[src/rtl/dbg_loader_pkg.sv]
// Shared command/reply codes and FSM state encoding for the UART debug loader.
package dbg_loader_pkg;

  localparam logic [7:0] CMD_W   = 8'h57;
  localparam logic [7:0] CMD_B   = 8'h42;
  localparam logic [7:0] CMD_H   = 8'h48;
  localparam logic [7:0] CMD_R   = 8'h52;

  localparam logic [7:0] RSP_ACK = 8'h06;
  localparam logic [7:0] RSP_NAK = 8'h15;

  typedef enum logic [2:0] {
    ST_IDLE,
    ST_ADDR,
    ST_DATA,
    ST_WRITE,
    ST_RESP
  } state_t;

endpackage

[src/rtl/dbg_timeout.sv]
// Inter-byte timeout counter: cleared while disabled or on reload, flags expiry at the limit.
module dbg_timeout #(
  parameter int TIMEOUT_CYCLES = 100000
) (
  input  logic clk,
  input  logic n_reset,
  input  logic i_enable,
  input  logic i_reload,
  output logic o_expired
);

  localparam int CW = $clog2(TIMEOUT_CYCLES + 1);
  localparam logic [CW-1:0] LIMIT = CW'(TIMEOUT_CYCLES);

  logic [CW-1:0] r_count;

  // Saturates at the limit so expiry stays asserted until the FSM leaves the frame.
  always_ff @(posedge clk or negedge n_reset) begin
    if (!n_reset) begin
      r_count <= '0;
    end else if (!i_enable || i_reload) begin
      r_count <= '0;
    end else if (r_count != LIMIT) begin
      r_count <= r_count + CW'(1);
    end
  end

  assign o_expired = i_enable && !i_reload && (r_count == LIMIT);

endmodule

[src/rtl/dbg_uart_loader.sv]
// UART byte-stream decoder driving debug-port writes and the core reset, with ACK/NAK replies.
import dbg_loader_pkg::*;

module dbg_uart_loader #(
  parameter int TIMEOUT_CYCLES = 100000,
  parameter bit HOLD_ON_RESET  = 1'b1
) (
  input  logic        clk,
  input  logic        n_reset,
  input  logic [7:0]  rx_data,
  input  logic        rx_valid,
  output logic [7:0]  tx_data,
  output logic        tx_valid,
  input  logic        tx_ready,
  output logic        cpu_n_reset,
  output logic        dbg_mem_op,
  output logic [3:0]  dbg_wren,
  output logic [31:0] dbg_adr,
  output logic [31:0] dbg_do,
  input  logic        dbg_ack
);

  state_t      r_state,     w_stateNext;
  logic [1:0]  r_cnt,       w_cntNext;
  logic        r_isWord,    w_isWordNext;
  logic [31:0] r_addr,      w_addrNext;
  logic [31:0] r_data,      w_dataNext;
  logic        r_memOp,     w_memOpNext;
  logic [3:0]  r_wren,      w_wrenNext;
  logic [31:0] r_adr,       w_adrNext;
  logic [31:0] r_do,        w_doNext;
  logic        r_txValid,   w_txValidNext;
  logic [7:0]  r_txData,    w_txDataNext;
  logic        r_cpuNReset, w_cpuNResetNext;

  logic        w_tmoEnable;
  logic        w_expired;

  assign w_tmoEnable = (r_state == ST_ADDR) || (r_state == ST_DATA);

  dbg_timeout #(
    .TIMEOUT_CYCLES (TIMEOUT_CYCLES)
  ) u_timeout (
    .clk       (clk),
    .n_reset   (n_reset),
    .i_enable  (w_tmoEnable),
    .i_reload  (rx_valid),
    .o_expired (w_expired)
  );

  always_ff @(posedge clk or negedge n_reset) begin
    if (!n_reset) begin
      r_state     <= ST_IDLE;
      r_cnt       <= '0;
      r_isWord    <= 1'b0;
      r_addr      <= '0;
      r_data      <= '0;
      r_memOp     <= 1'b0;
      r_wren      <= '0;
      r_adr       <= '0;
      r_do        <= '0;
      r_txValid   <= 1'b0;
      r_txData    <= '0;
      r_cpuNReset <= !HOLD_ON_RESET;
    end else begin
      r_state     <= w_stateNext;
      r_cnt       <= w_cntNext;
      r_isWord    <= w_isWordNext;
      r_addr      <= w_addrNext;
      r_data      <= w_dataNext;
      r_memOp     <= w_memOpNext;
      r_wren      <= w_wrenNext;
      r_adr       <= w_adrNext;
      r_do        <= w_doNext;
      r_txValid   <= w_txValidNext;
      r_txData    <= w_txDataNext;
      r_cpuNReset <= w_cpuNResetNext;
    end
  end

  // Address and data arrive LSB first, so each byte is shifted in from the top.
  always_comb begin
    w_stateNext     = r_state;
    w_cntNext       = r_cnt;
    w_isWordNext    = r_isWord;
    w_addrNext      = r_addr;
    w_dataNext      = r_data;
    w_memOpNext     = r_memOp;
    w_wrenNext      = r_wren;
    w_adrNext       = r_adr;
    w_doNext        = r_do;
    w_txValidNext   = r_txValid;
    w_txDataNext    = r_txData;
    w_cpuNResetNext = r_cpuNReset;

    case (r_state)
      ST_IDLE: begin
        if (rx_valid) begin
          case (rx_data)
            CMD_W, CMD_B: begin
              w_stateNext  = ST_ADDR;
              w_cntNext    = '0;
              w_isWordNext = (rx_data == CMD_W);
            end
            CMD_H, CMD_R: begin
              w_cpuNResetNext = (rx_data == CMD_R);
              w_stateNext     = ST_RESP;
              w_txValidNext   = 1'b1;
              w_txDataNext    = RSP_ACK;
            end
            default: begin
              w_stateNext   = ST_RESP;
              w_txValidNext = 1'b1;
              w_txDataNext  = RSP_NAK;
            end
          endcase
        end
      end

      ST_ADDR: begin
        if (rx_valid) begin
          w_addrNext = {rx_data, r_addr[31:8]};
          if (r_cnt == 2'd3) begin
            w_stateNext = ST_DATA;
            w_cntNext   = '0;
          end else begin
            w_cntNext = r_cnt + 2'd1;
          end
        end else if (w_expired) begin
          w_stateNext = ST_IDLE;
          w_cntNext   = '0;
        end
      end

      ST_DATA: begin
        if (rx_valid) begin
          if (r_isWord) begin
            w_dataNext = {rx_data, r_data[31:8]};
            if (r_cnt == 2'd3) begin
              w_stateNext = ST_WRITE;
              w_cntNext   = '0;
              w_memOpNext = 1'b1;
              w_wrenNext  = 4'hF;
              w_adrNext   = {r_addr[31:2], 2'b00};
              w_doNext    = {rx_data, r_data[31:8]};
            end else begin
              w_cntNext = r_cnt + 2'd1;
            end
          end else begin
            w_stateNext = ST_WRITE;
            w_cntNext   = '0;
            w_memOpNext = 1'b1;
            w_wrenNext  = 4'b0001 << r_addr[1:0];
            w_adrNext   = {r_addr[31:2], 2'b00};
            w_doNext    = {4{rx_data}};
          end
        end else if (w_expired) begin
          w_stateNext = ST_IDLE;
          w_cntNext   = '0;
        end
      end

      ST_WRITE: begin
        if (dbg_ack) begin
          w_stateNext   = ST_RESP;
          w_memOpNext   = 1'b0;
          w_wrenNext    = '0;
          w_txValidNext = 1'b1;
          w_txDataNext  = RSP_ACK;
        end
      end

      ST_RESP: begin
        if (tx_ready) begin
          w_stateNext   = ST_IDLE;
          w_txValidNext = 1'b0;
        end
      end

      default: begin
        w_stateNext = ST_IDLE;
      end
    endcase
  end

  assign tx_data     = r_txData;
  assign tx_valid    = r_txValid;
  assign cpu_n_reset = r_cpuNReset;
  assign dbg_mem_op  = r_memOp;
  assign dbg_wren    = r_wren;
  assign dbg_adr     = r_adr;
  assign dbg_do      = r_do;

endmodule

[config.mk]
export PLATFORM = sky130hd
export DESIGN_NAME = dbg_uart_loader
export DESIGN_NICKNAME = d
export VERILOG_FILES = /design/src/rtl/dbg_loader_pkg.sv /design/src/rtl/dbg_timeout.sv /design/src/rtl/dbg_uart_loader.sv
export SDC_FILE = /design/constraint.sdc
export NUM_CORES = 1
export LEC_CHECK = 0
export ABC_CLOCK_PERIOD_IN_PS = 3000
export BUFFER_PORTS_ARGS = -buffer_cell sky130_fd_sc_hd__buf_2
export CAP_MARGIN = 0
export CELL_PAD_IN_SITES_DETAIL_PLACEMENT = 2
export CELL_PAD_IN_SITES_GLOBAL_PLACEMENT = 2
export CORE_AREA = 2 2 128 130
export CTS_CLUSTER_SIZE = 30
export DETAILED_ROUTE_END_ITERATION = 10
export DIE_AREA = 0 0 130 132
export HOLD_SLACK_MARGIN = 0.08
export PLACE_DENSITY_LB_ADDON = 0.1
export SLEW_MARGIN = 25
export SYNTH_ARGS = -nofsm -noshare
export SYNTH_HDL_FRONTEND = slang
export SYNTH_SLANG_ARGS = --single-unit
[constraint.sdc]
create_clock -name clk -period 3 [get_ports clk]
set_input_delay 0.6 -clock clk [delete_from_list [all_inputs] [get_ports clk]]
set_output_delay 0.6 -clock clk [all_outputs]
set_load 0.01 [all_outputs]
==> results <==
- Summed over all instances, the cell type with the most area after synthesis is sky130_fd_sc_hd__dfrtp_1.
- In this run the horizontal extent of the chip is 130 um.
- The total net switching power is 1.560 mW.
- The number of max-cap violations is 0.
- The post-detailed-placement cell area is 7108 um2.
- The number of nets in the finished design is 608.
- The number of CTS-inserted buffers is 17.
- After detailed routing, the number of vias per cell comes to 5.110.
- The path class of the lowest-slack min-delay path is input port to async pin.
- The starting utilization of the core area is 0.4142.
- Measured along the y axis, the die boundary spans 132 um.
- The flow ran to the end, and the final reports show no timing, DRC or antenna violations.
- The slew of the pin with the lowest slew margin is 867.8 ps.
- The count of synthesis-stage warnings from yosys is 0.
- Of the total power, the clock network draws 0.410.
- The number of placed instances, taps included, is 789.
- The number of cells upsized or downsized after cts is 0.
- The number of global-route vias before repair came to 4831.
- The root buffer cell chosen for the clock tree is sky130_fd_sc_hd__clkbuf_16.
- For the final database, setup skew stands at 12.72 ps.
- For this design the top-level I/O count stands at 92.
- Dividing total power by cell area gives a power density of 777.3 nW/um2.
- For this run the aggregate overflow at the end of global routing stands at 0.
- The number of filler cells placed in the layout is 1530.
- VDD sags by at most 427.5 uV.
- Summing all multi-input logic gate instances after layout gives 2524 um2.
- Measured against its own limit, the worst slew margin works out to 0.4215.
- The number of distinct library cells after synthesis is 58.
- Counting flops with an async set or reset pin after synthesis yields a share of 1.000.
- The initial antenna violation count is 1.
- Detailed placement ended at an HPWL of 10490 um.
- Synthesis inferred 151 register bits.
- TritonCTS built the clock tree.
- The total global-route track usage is 0.2004.
- The final design area excluding fillers is 7779 um2.
- Of the total power, the share spent switching nets is 0.2580.
- The endpoint type of the worst setup path is a flip-flop.
- The first-pass iteration count of the detailed router is 4.
- The detailed router's first-iteration violation count is 163.
- The area taken by flip-flops and latches is 3779 um2.
- The finished layout holds 818 standard cells, fillers aside.
- The cell count after synthesis came out at 510.
- The proportion of power drawn by flip-flops and latches is 0.441.
- The prevailing post-synth register cell is sky130_fd_sc_hd__dfrtp_1.
- Once the clock tree was built, the setup fixing pass inserted 0 buffers.
- For the finished layout, the period the worst path requires is 2145 ps.
- The sequential area share after synthesis is 0.5805.
- The number of synthesized flops with an enable pin is 0.
- The first global-routing pass estimated 26540 um of wire.
- The H-tree generated during clock tree synthesis spans 4 levels.
- The largest net degree at the start of global routing is 94.
- The standby leakage power is 3.983 nW.
- The final routed wire length divided by cell count is 19.66 um.
- Of all nets on the critical path, the largest fanout is 93.
- The floorplan step defined a die boundary enclosing 17160 um2.
- The fraction of power consumed by combinational cells is 0.149.
- The total chip power is 6.046 mW.
- The critical path launch point type is a flip-flop.
- The routed design has 16080 um of wire.
- Once detail routing completed, the nets flagged for antenna violations numbered 0.
- The post-cts hold buffer count is 0.
- The congestion estimate from routability-driven global placement came to 0.7891.
- The startpoint-to-endpoint class of the critical path is flip-flop to flip-flop.
- Buffers placed on the I/O ports in this run total 85.
- The repair_antennas step left the layout with diodes totalling 0.
- Setup repair after global routing left no endpoint under its margin.
- Yosys attributes the largest share of cell area to sky130_fd_sc_hd__dfrtp_1 58%, sky130_fd_sc_hd__mux2_2 8.8%, sky130_fd_sc_hd__mux2_4 8.1%, sky130_fd_sc_hd__a21oi_1 2.5%, sky130_fd_sc_hd__o21ai_0 2.5%.
- After routing, the total negative slack on setup checks comes to 0 ps.
- Clock-pin slew was measured on the worst setup and hold paths at 60 ps.
- Clock tree synthesis found a total of 151 sinks.
- Of the cells placed in the final design, the portion with a size suffix greater than 1 is 0.3654.
- The final-report setup violation count is 0.
- The floorplan core area is 15710 um2.
- The final number of max-transition violations came to 0.
- Data on the critical path arrives at its endpoint at 2480 ps.
- Across all layers, the routed design uses 4180 vias.
- The number of core rows is 46.
- The area fraction of the dominant cell type after synthesis is 0.5805.
- Of the available clock period, the critical path in the final layout requires 0.7149.
- The area growth from synthesis to layout is 19.51%.
- The deepest clock path buffer count is 2.
- After detailed routing, the number of remaining DRC violations is 0.
- Based on the critical path, the design can be clocked at up to 466.2 MHz.
- The average instance in the mapped netlist occupies 12.76 um2.
- The cell area after technology mapping is 6509 um2.
- The count of final hold-check violations is 0.
- Data on the critical path is required at its endpoint by 3340 ps.
- The internal power is 4.486 mW.
- Clock latency on the worst-skew pair, taken at its later pin, is 430 ps.
==> cells in the final DEF, fill, tap and decap left out, types with 4 or more instances in the layout <==
cell type / instances
sky130_fd_sc_hd__dfrtp_1: 151
sky130_fd_sc_hd__buf_2: 84
sky130_fd_sc_hd__mux2_2: 51
sky130_fd_sc_hd__nand2_1: 40
sky130_fd_sc_hd__mux2_4: 35
sky130_fd_sc_hd__a21oi_1: 32
sky130_fd_sc_hd__o21ai_0: 32
sky130_fd_sc_hd__nor2_1: 25
sky130_fd_sc_hd__clkbuf_16: 17
sky130_fd_sc_hd__xor2_1: 11
sky130_fd_sc_hd__nor2b_1: 9
sky130_fd_sc_hd__nand3_1: 9
sky130_fd_sc_hd__inv_1: 8
sky130_fd_sc_hd__bufinv_16: 7
sky130_fd_sc_hd__and3_1: 6
sky130_fd_sc_hd__o2bb2ai_1: 6
sky130_fd_sc_hd__conb_1: 6
sky130_fd_sc_hd__mux2_1: 5
sky130_fd_sc_hd__xnor2_1: 4
==> synth_stat cells, types with 6 or more instances <==
cell type / n
sky130_fd_sc_hd__nand3_1: 9
sky130_fd_sc_hd__o2bb2ai_1: 6
sky130_fd_sc_hd__buf_4: 7
sky130_fd_sc_hd__buf_2: 15
sky130_fd_sc_hd__o21ai_0: 32
sky130_fd_sc_hd__nand2_1: 40
sky130_fd_sc_hd__and3_1: 6
sky130_fd_sc_hd__dfrtp_1: 151
sky130_fd_sc_hd__inv_1: 8
sky130_fd_sc_hd__xor2_1: 11
sky130_fd_sc_hd__nor2b_1: 9
sky130_fd_sc_hd__mux2_4: 35
sky130_fd_sc_hd__nor2_1: 25
sky130_fd_sc_hd__mux2_2: 51
sky130_fd_sc_hd__a21oi_1: 32
==> stage by stage <==
step / setup WS [ps] / hold WS (ps) / util
final: 855.2 / 117.7 / 0.4951
after global routing: 678.3 / 138.2 / 0.4951
after CTS: 848.3 / 130.7 / 0.4951
after detailed placement: 748.8 / 462.0 / 0.4524
after global placement: 574.5 / 456.1 / 0.4521
after floorplan: 1289 / 304.4 / -
==> flip-flops by register name, summed over array words and instances (netlist names) <==
register	cells
r_addr	32
r_cnt	2
cpu_n_reset	1
dbg_wren	4
tx_valid	1
u_timeout.r_count	17
r_isWord	1
dbg_do	32
r_state	3
dbg_mem_op	1
r_data	24
dbg_adr	30
tx_data	3
==> power groups by stage <==
stage	logic (mW)	registers [mW]	clock network, mW
detailed placement	0.908	2.70	0
global route	1.00	2.72	2.61
finish	0.902	2.67	2.48
global placement	0.853	2.67	0
CTS	0.930	2.67	2.53
floorplan	0.414	2.72	0
==> worst paths after layout <==
| check | start | endpoint | slack [ps] | depth (start not counted) |
|---|---|---|---|---|
| worst max-delay path | r_cnt[0]$_DFFE_PN0P_ | dbg_wren[3]$_DFFE_PN0P_ | 860 | 6 |
| worst min-delay path | n_reset | dbg_adr[18]$_DFFE_PN0P_ | 120 | 1 |
| worst max register to register | r_cnt[0]$_DFFE_PN0P_ | dbg_wren[3]$_DFFE_PN0P_ | 860 | 6 |
| worst min register to register | tx_data[2]$_DFFE_PN0P_ | tx_data[2]$_DFFE_PN0P_ | 470 | 1 |
| max in group asynchronous | n_reset | dbg_adr[7]$_DFFE_PN0P_ | 2160 | 2 |
| min in group clk | tx_ready | r_state[2]$_DFFE_PN0P_ | 390 | 2 |
==> worst max-delay path: stages, from the launching register on <==
cell and delay (ps):
sky130_fd_sc_hd__dfrtp_1 390, sky130_fd_sc_hd__ha_1 230, sky130_fd_sc_hd__nand2b_1 200, sky130_fd_sc_hd__nand2_4 90, sky130_fd_sc_hd__buf_6 610, sky130_fd_sc_hd__and2_1 320
sky130_fd_sc_hd__o2bb2ai_1 140
==> routing by layer <==
layer / global-route usage / up-vias / wire length, um
met2: 0.3333 / 76 / 8213
met4: 0.06153 / 2 / 231
met3: 0.04586 / 19 / 547
met1: 0.2601 / 2164 / 7078
met5: 0 / - / 7
li1: - / 1919 / -
==> layout make-up <==
cell class              count  area share
well taps                 216     0.03474
multi-input cells         323      0.3244
flip-flops and latches    151      0.4858
inverters                   8    0.003860
clock buffers              20     0.05742
clock inverters             9     0.02879
repair buffers             91     0.06498
==> logic make-up (layout without fill, tap and decap cells) <==
| logic type | after synthesis | after routing | share of synthesized area |
|---|---|---|---|
| compound gates | 88 | 88 | 0.07843 |
| mux | 92 | 92 | 0.1792 |
| other cells | 1 | 6 | 0.0005761 |
| fa+ha+maj | 3 | 3 | 0.005768 |
| simple gates | 119 | 119 | 0.09900 |
| xor+xnor | 15 | 15 | 0.02018 |
| flops | 151 | 151 | 0.5805 |
| buf+inv | 41 | 128 | 0.03633 |
Power figures use the tool's default switching activity.
